===== src/rtl/mem_stage_ctrl.sv =====
// Memory-access stage controller.
// Sits behind the EX/MEM register: issues word loads/stores over a req/ack
// handshake, stalls upstream while an access is outstanding, abandons an
// access after TIMEOUT wait cycles, resolves branch/jump redirects and loads
// the MEM/WB register. State changes on the falling clock edge to line up
// with the surrounding pipeline registers.
module mem_stage_ctrl #(
    parameter int TIMEOUT = 15,
    parameter int CNT_W   = 8
) (
    input  logic        CLK,
    input  logic        RST,
    input  logic        in_valid,
    input  logic [31:0] ALUresult,
    input  logic [4:0]  Wreg_addr,
    input  logic        RegWrite,
    input  logic        MemWrite,
    input  logic        MemRead,
    input  logic        MemtoReg,
    input  logic        JtoPC,
    input  logic        Branch,
    input  logic        zero,
    input  logic [31:0] Branch_addr,
    input  logic [31:0] jump_addr,
    input  logic [31:0] next_PC,
    input  logic [31:0] DM_Write_data,
    output logic        dm_req,
    output logic        dm_we,
    output logic [31:0] dm_addr,
    output logic [31:0] dm_wdata,
    input  logic [31:0] dm_rdata,
    input  logic        dm_ack,
    output logic        stall,
    output logic        redirect,
    output logic [31:0] redirect_PC,
    output logic        wb_valid,
    output logic        wb_RegWrite,
    output logic        wb_MemtoReg,
    output logic [4:0]  wb_Wreg_addr,
    output logic [31:0] wb_ALUresult,
    output logic [31:0] wb_read_data,
    output logic        err_misalign,
    output logic        err_timeout
);

    typedef enum logic {
        IDLE = 1'b0,
        WAIT = 1'b1
    } state_t;

    state_t           state;
    logic [CNT_W-1:0] counter;

    logic mem_op;
    logic mis;
    logic last_cnt;

    // next_PC travels with the instruction but this stage never needs it.
    logic unused_next_pc;
    assign unused_next_pc = ^next_PC;

    // Decode the current instruction and derive stall/redirect combinationally.
    always_comb begin
        mem_op   = in_valid & (MemRead | MemWrite);
        mis      = mem_op & (ALUresult[1:0] != 2'b00);
        last_cnt = (counter == CNT_W'(TIMEOUT - 1));

        if (state == IDLE)
            stall = mem_op & ~mis;
        else
            stall = ~(dm_ack | last_cnt);

        redirect    = in_valid & ~stall & (JtoPC | (Branch & zero));
        redirect_PC = JtoPC ? jump_addr : Branch_addr;
    end

    // Access FSM, memory interface registers, MEM/WB register and sticky errors.
    always_ff @(negedge CLK or posedge RST) begin
        if (RST) begin
            state        <= IDLE;
            counter      <= '0;
            dm_req       <= 1'b0;
            dm_we        <= 1'b0;
            dm_addr      <= '0;
            dm_wdata     <= '0;
            wb_valid     <= 1'b0;
            wb_RegWrite  <= 1'b0;
            wb_MemtoReg  <= 1'b0;
            wb_Wreg_addr <= '0;
            wb_ALUresult <= '0;
            wb_read_data <= '0;
            err_misalign <= 1'b0;
            err_timeout  <= 1'b0;
        end else begin
            case (state)
                IDLE: begin
                    if (mem_op & ~mis) begin
                        // Issue: address/data/direction stay frozen for the whole wait.
                        dm_req      <= 1'b1;
                        dm_we       <= MemWrite;
                        dm_addr     <= ALUresult;
                        dm_wdata    <= DM_Write_data;
                        counter     <= '0;
                        state       <= WAIT;
                        wb_valid    <= 1'b0;
                        wb_RegWrite <= 1'b0;
                    end else begin
                        // Non-memory op or trapped misaligned access retires in one edge.
                        wb_valid     <= in_valid;
                        wb_RegWrite  <= RegWrite & ~mis;
                        wb_MemtoReg  <= MemtoReg;
                        wb_Wreg_addr <= Wreg_addr;
                        wb_ALUresult <= ALUresult;
                        wb_read_data <= '0;
                        if (mis)
                            err_misalign <= 1'b1;
                    end
                end
                WAIT: begin
                    if (dm_ack | last_cnt) begin
                        // Ack wins over a timeout landing in the same cycle.
                        state        <= IDLE;
                        dm_req       <= 1'b0;
                        counter      <= '0;
                        wb_valid     <= in_valid;
                        wb_RegWrite  <= RegWrite & dm_ack;
                        wb_MemtoReg  <= MemtoReg;
                        wb_Wreg_addr <= Wreg_addr;
                        wb_ALUresult <= ALUresult;
                        wb_read_data <= (dm_ack & ~dm_we) ? dm_rdata : 32'h0;
                        if (~dm_ack)
                            err_timeout <= 1'b1;
                    end else begin
                        // Still waiting: push a bubble so nothing is written back twice.
                        counter     <= counter + CNT_W'(1);
                        wb_valid    <= 1'b0;
                        wb_RegWrite <= 1'b0;
                    end
                end
            endcase
        end
    end

endmodule


===== config.mk =====
export PLATFORM = sky130hd
export DESIGN_NAME = mem_stage_ctrl
export DESIGN_NICKNAME = d
export VERILOG_FILES = /design/src/rtl/mem_stage_ctrl.sv
export SDC_FILE = /design/constraint.sdc
export NUM_CORES = 1
export LEC_CHECK = 0
export ABC_AREA = 0
export BUFFER_PORTS_ARGS = -buffer_cell sky130_fd_sc_hd__buf_2
export CAP_MARGIN = 20
export CORE_AREA = 2 2 149 151
export CTS_BUF_LIST = sky130_fd_sc_hd__clkbuf_8
export DETAILED_ROUTE_END_ITERATION = 6
export DIE_AREA = 0 0 151 153
export REMOVE_ABC_BUFFERS = 1
export SKIP_CTS_REPAIR_TIMING = 1
export SYNTH_ARGS = -nofsm -noshare
export SYNTH_HDL_FRONTEND = slang
export SYNTH_SLANG_ARGS = --single-unit

===== constraint.sdc =====
create_clock -name CLK -period 6.4 [get_ports CLK]
set_input_delay 1.92 -clock CLK [delete_from_list [all_inputs] [get_ports CLK]]
set_output_delay 1.92 -clock CLK [all_outputs]
set_load 0.03 [all_outputs]

## Yosys cells after proc, flatten, opt, wreduce, memory -nomap -nowiden

Index checks and enable logic that the tools add are counted.

- Register bits after elaboration: 149
- Output and inout port bits: 174
- Word-level logic and storage cells: 74

- Add/subtract/negate cells: 1
- Equality and inequality tests: 4
- Multiplexer cells: 30
- Bitwise gates (word level): 19
- Reductions and logical operators: 6

Operator list:

| operator | count |
|---|---|
| $mux W32 | 6 |
| $pmux W32 S2 | 2 |
| $mux W8 | 2 |
| $pmux W8 S2 | 1 |
| $mux W1 | 11 |
| $mux W5 | 2 |
| $pmux W1 S2 | 5 |
| $pmux W5 S2 | 1 |
| $and A1 B1 Y1 | 9 |
| $add A8 B1 Y8 const B | 1 |
| $eq A8 B4 Y1 const B | 1 |
| $not A1 Y1 | 7 |
| $reduce_and A2 Y1 | 3 |
| $reduce_and A3 Y1 | 2 |
| $ne A2 B1 Y1 const B | 2 |
| $or A1 B1 Y1 | 3 |
| $ne A2 B2 Y1 const B | 1 |
| $reduce_bool A2 Y1 | 1 |

## Depth between registers and ports, before layout

- Depth after elaboration: 9
- Gate-level depth with buffers: 8

==> qor.csv <==
stage;metric;value;unit
status;outcome;finished, violations left;
status;violated checks;setup timing;
sta;RSZ-0062 raised after global routing;true;
power_and_ir_drop;maximum vdd drop;0.143;mV
clock_tree;Clock Pin Slew Worst Setup and Hold Paths;60;ps
global_routing;first-pass GRT wire length;26.4;mm
final_layout;share of cells above drive strength 1;70.9;%
sta;Hold Vio Cnt, Final;0;
sta;Max Slew Vio Count;0;
power_and_ir_drop;P_sw;0.986;mW
global_routing;initial antenna violation count;0;
floorplanning;row count;54;
floorplanning;Die X;151;um
final_layout;Area growth, synth to finish;46.3;%
global_routing;GRT Total Usage;14.7;%
final_layout;most frequent cells in the layout;348 x buf_2, 149 x dfrtn_1, 98 x mux2_2;
floorplanning;Die Y;153;um
sta;final hold slack;415;ps
logic_synthesis;Post-Synthesis Cells;399;
logic_synthesis;synthesis-stage register bit count;149;
detailed_routing;vias per inst;4.30;
logic_synthesis;syn avg cell area;15.5;sq um
power_and_ir_drop;Logic pwr share;29.2;%
detailed_routing;drt first pass iters;4;
global_routing;total gr overflow;0;
clock_tree;insertion delay to the later sink of the worst-skew pair;400;ps
logic_synthesis;Warnings, synthesis;0;
power_and_ir_drop;power per cell area;301;mW/mm^2
sta;Setup violations, final;26;
floorplanning;core area;0.0215;sq mm
sta;post-route setup slack;-631;ps
clock_tree;Max Root-Sink Buffers;2;
worst_setup_path;WP data required;4480;ps
logic_synthesis;Synth Cell Area;0.00617;sq mm
job;Max-Cap Viols;0;
worst_setup_path;CP Class;flip-flop to primary output;
power_and_ir_drop;Clock power frac;28.3;%
detailed_routing;remaining antenna violation count;0;
clock_tree;CTS H-tree depth;4;
detailed_routing;detailed router's first-iteration violation count;121;
logic_synthesis;count of different cell masters after synthesis;34;
placement;routability cong.;0.769;
final_layout;Final Net Count;1000;
power_and_ir_drop;sequential group share of total power;42.5;%
final_layout;# fillers;2083;
logic_synthesis;Seq/Total Area, Yosys;60.4;%
final_layout;commonest non-fill, non-tap cell in the layout;buf_2;
floorplanning;Die ar.;0.0231;sq mm
power_and_ir_drop;Tot Pwr;2.71;mW
clock_tree;CTS Buf Count;17;
worst_setup_path;CP Launch Type;flip-flop;
final_layout;Design Area, Final;0.00903;sq mm
clock_tree;CTS root buf;clkbuf_8;
sta;pin slew with the least headroom to its limit;721;ps
final_layout;# diodes;0;
min_path;Hold Path Class;flip-flop to flip-flop;
power_and_ir_drop;Net Sw Frac;36.3;%
placement;Placement Cell Area;0.00856;sq mm
detailed_routing;WL/cell;15.5;um
global_routing;vias in the first global route;4898;
power_and_ir_drop;Internal Power;1.73;mW
detailed_routing;drc violations;0;
placement;detailed placer's ending HPWL;12.7;mm
detailed_routing;via count;4659;
clock_tree;CTS Sinks;149;
worst_setup_path;crit-path max FO;7;
worst_setup_path;crit path DAT;5110;ps
power_and_ir_drop;Pleak;4.65;nW
sta;Slew headroom;51.9;%
sta;clk_skew;10.2;ps
floorplanning;I/O Pins;382;
worst_setup_path;CP Capture Type;primary output;
clock_tree;CTS tree;done;
placement;# port buffers;349;
global_routing;pin count of the biggest net entering global routing;55;
floorplanning;initial core utilization;28.7;%
detailed_routing;Total Routed Length;16.8;mm
[registers in the layout, summed over array words and instances, names as in the netlist]
signal        cells
err_timeout       1
dm_addr          32
wb_Wreg_addr      5
wb_read_data     32
wb_MemtoReg       1
err_misalign      1
wb_RegWrite       1
dm_req            1
state             1
wb_valid          1
dm_wdata         32
counter           8
wb_ALUresult     32
dm_we             1
[cell families after synthesis]
family	count (synthesis)	share of synthesized area, %
DFF	149	60.4
muxes	133	26.4
AOI/OAI and AO/OA	56	7.22
and+or+nand+nor	31	2.96
buffers and inverters	28	2.63
adders and majority gates	2	0.405
[path summary, 6_finish.rpt]
check                      cells after the start  slack, ps                            to                      from
setup / recovery                               6       -630                      redirect    counter[1]$_DFFE_NP0P_
hold / removal                                 1        420      err_misalign$_DFFE_NP0P_  err_misalign$_DFFE_NP0P_
setup reg to reg                               8       4330  wb_ALUresult[10]$_DFFE_NP0N_    counter[1]$_DFFE_NP0P_
hold reg to reg                                1        420      err_misalign$_DFFE_NP0P_  err_misalign$_DFFE_NP0P_
max in group asynchronous                      3       1210   wb_ALUresult[9]$_DFFE_NP0N_                       RST
min in group asynchronous                      2       4560      dm_wdata[10]$_DFFE_NP0P_                       RST
[synthesized netlist by cell type (all sizes together)]
master	number	area, sq um
nand4	2	12.5
nor3	2	15.0
a31o	2	26.3
a21oi	4	20.0
nor2b	3	18.8
buf	15	114
inv	6	22.5
clkbuf	7	26.3
o21ba	1	10.0
nor3b	1	7.51
nand2	5	18.8
or2	1	6.26
nor2	6	22.5
and3	1	6.26
ha	2	25.0
a21o	5	37.5
nand2b	3	18.8
o211ai	1	7.51
mux2	133	1630
o21ai	5	25.0
and2	1	6.26
nand3	4	20.0
or3	1	6.26
a31oi	5	31.3
nor4b	1	23.8
dfrtn	149	3730
o21bai	1	7.51
a22o	32	280
[layout make-up]
type                            instances  area [sq um]  area share [%]
Clock buffer                           17           234            2.59
Clock inverter                         15           184            2.04
Inverter                                6          27.5           0.305
Multi-Input combinational cell        222          2310            25.5
Sequential cell                       149          3730            41.3
Tap cell                              280           350            3.88
Timing Repair Buffer                  394          2200            24.4
[per-layer routing]
layer / wire [um] / track usage (%) / up-vias
met5: 0 / 0 / -
met4: 284 / 4.36 / 0
met3: 1340 / 5.46 / 19
met2: 7790 / 22.9 / 174
met1: 7350 / 19.1 / 2236
li1: - / - / 2230
[stage by stage]
step | setup TNS, ps | worst slack [ps] | std cells | utilization [%]
after global routing | -2850 | -794 | 1083 | 42.0
after CTS | -1630 | -850 | 1078 | 41.8
after floorplan | -850130 | -4720 | 377 | -
after global placement | -34480 | -354 | 1046 | 39.9
after detailed placement | -32800 | -395 | 1046 | 39.9
final | -1740 | -631 | 1083 | 42.0
[critical path, stage by stage, from the launching register on]
cell and delay (ps):
dfrtn_1 420, ha_1 160, nor4b_4 260, a31o_4 210, nand2b_4 110, nor3b_2 170, buf_4 180
[power groups by stage]
stage	clock (mW)	combinational [mW]	sequential, mW
finish	0.768	0.793	1.15
detailed placement	0	0.800	1.17
CTS	0.799	0.800	1.15
global route	0.847	0.840	1.17
floorplan	0	0.241	1.44
global placement	0	0.793	1.17
Power figures use the tool's default switching activity.
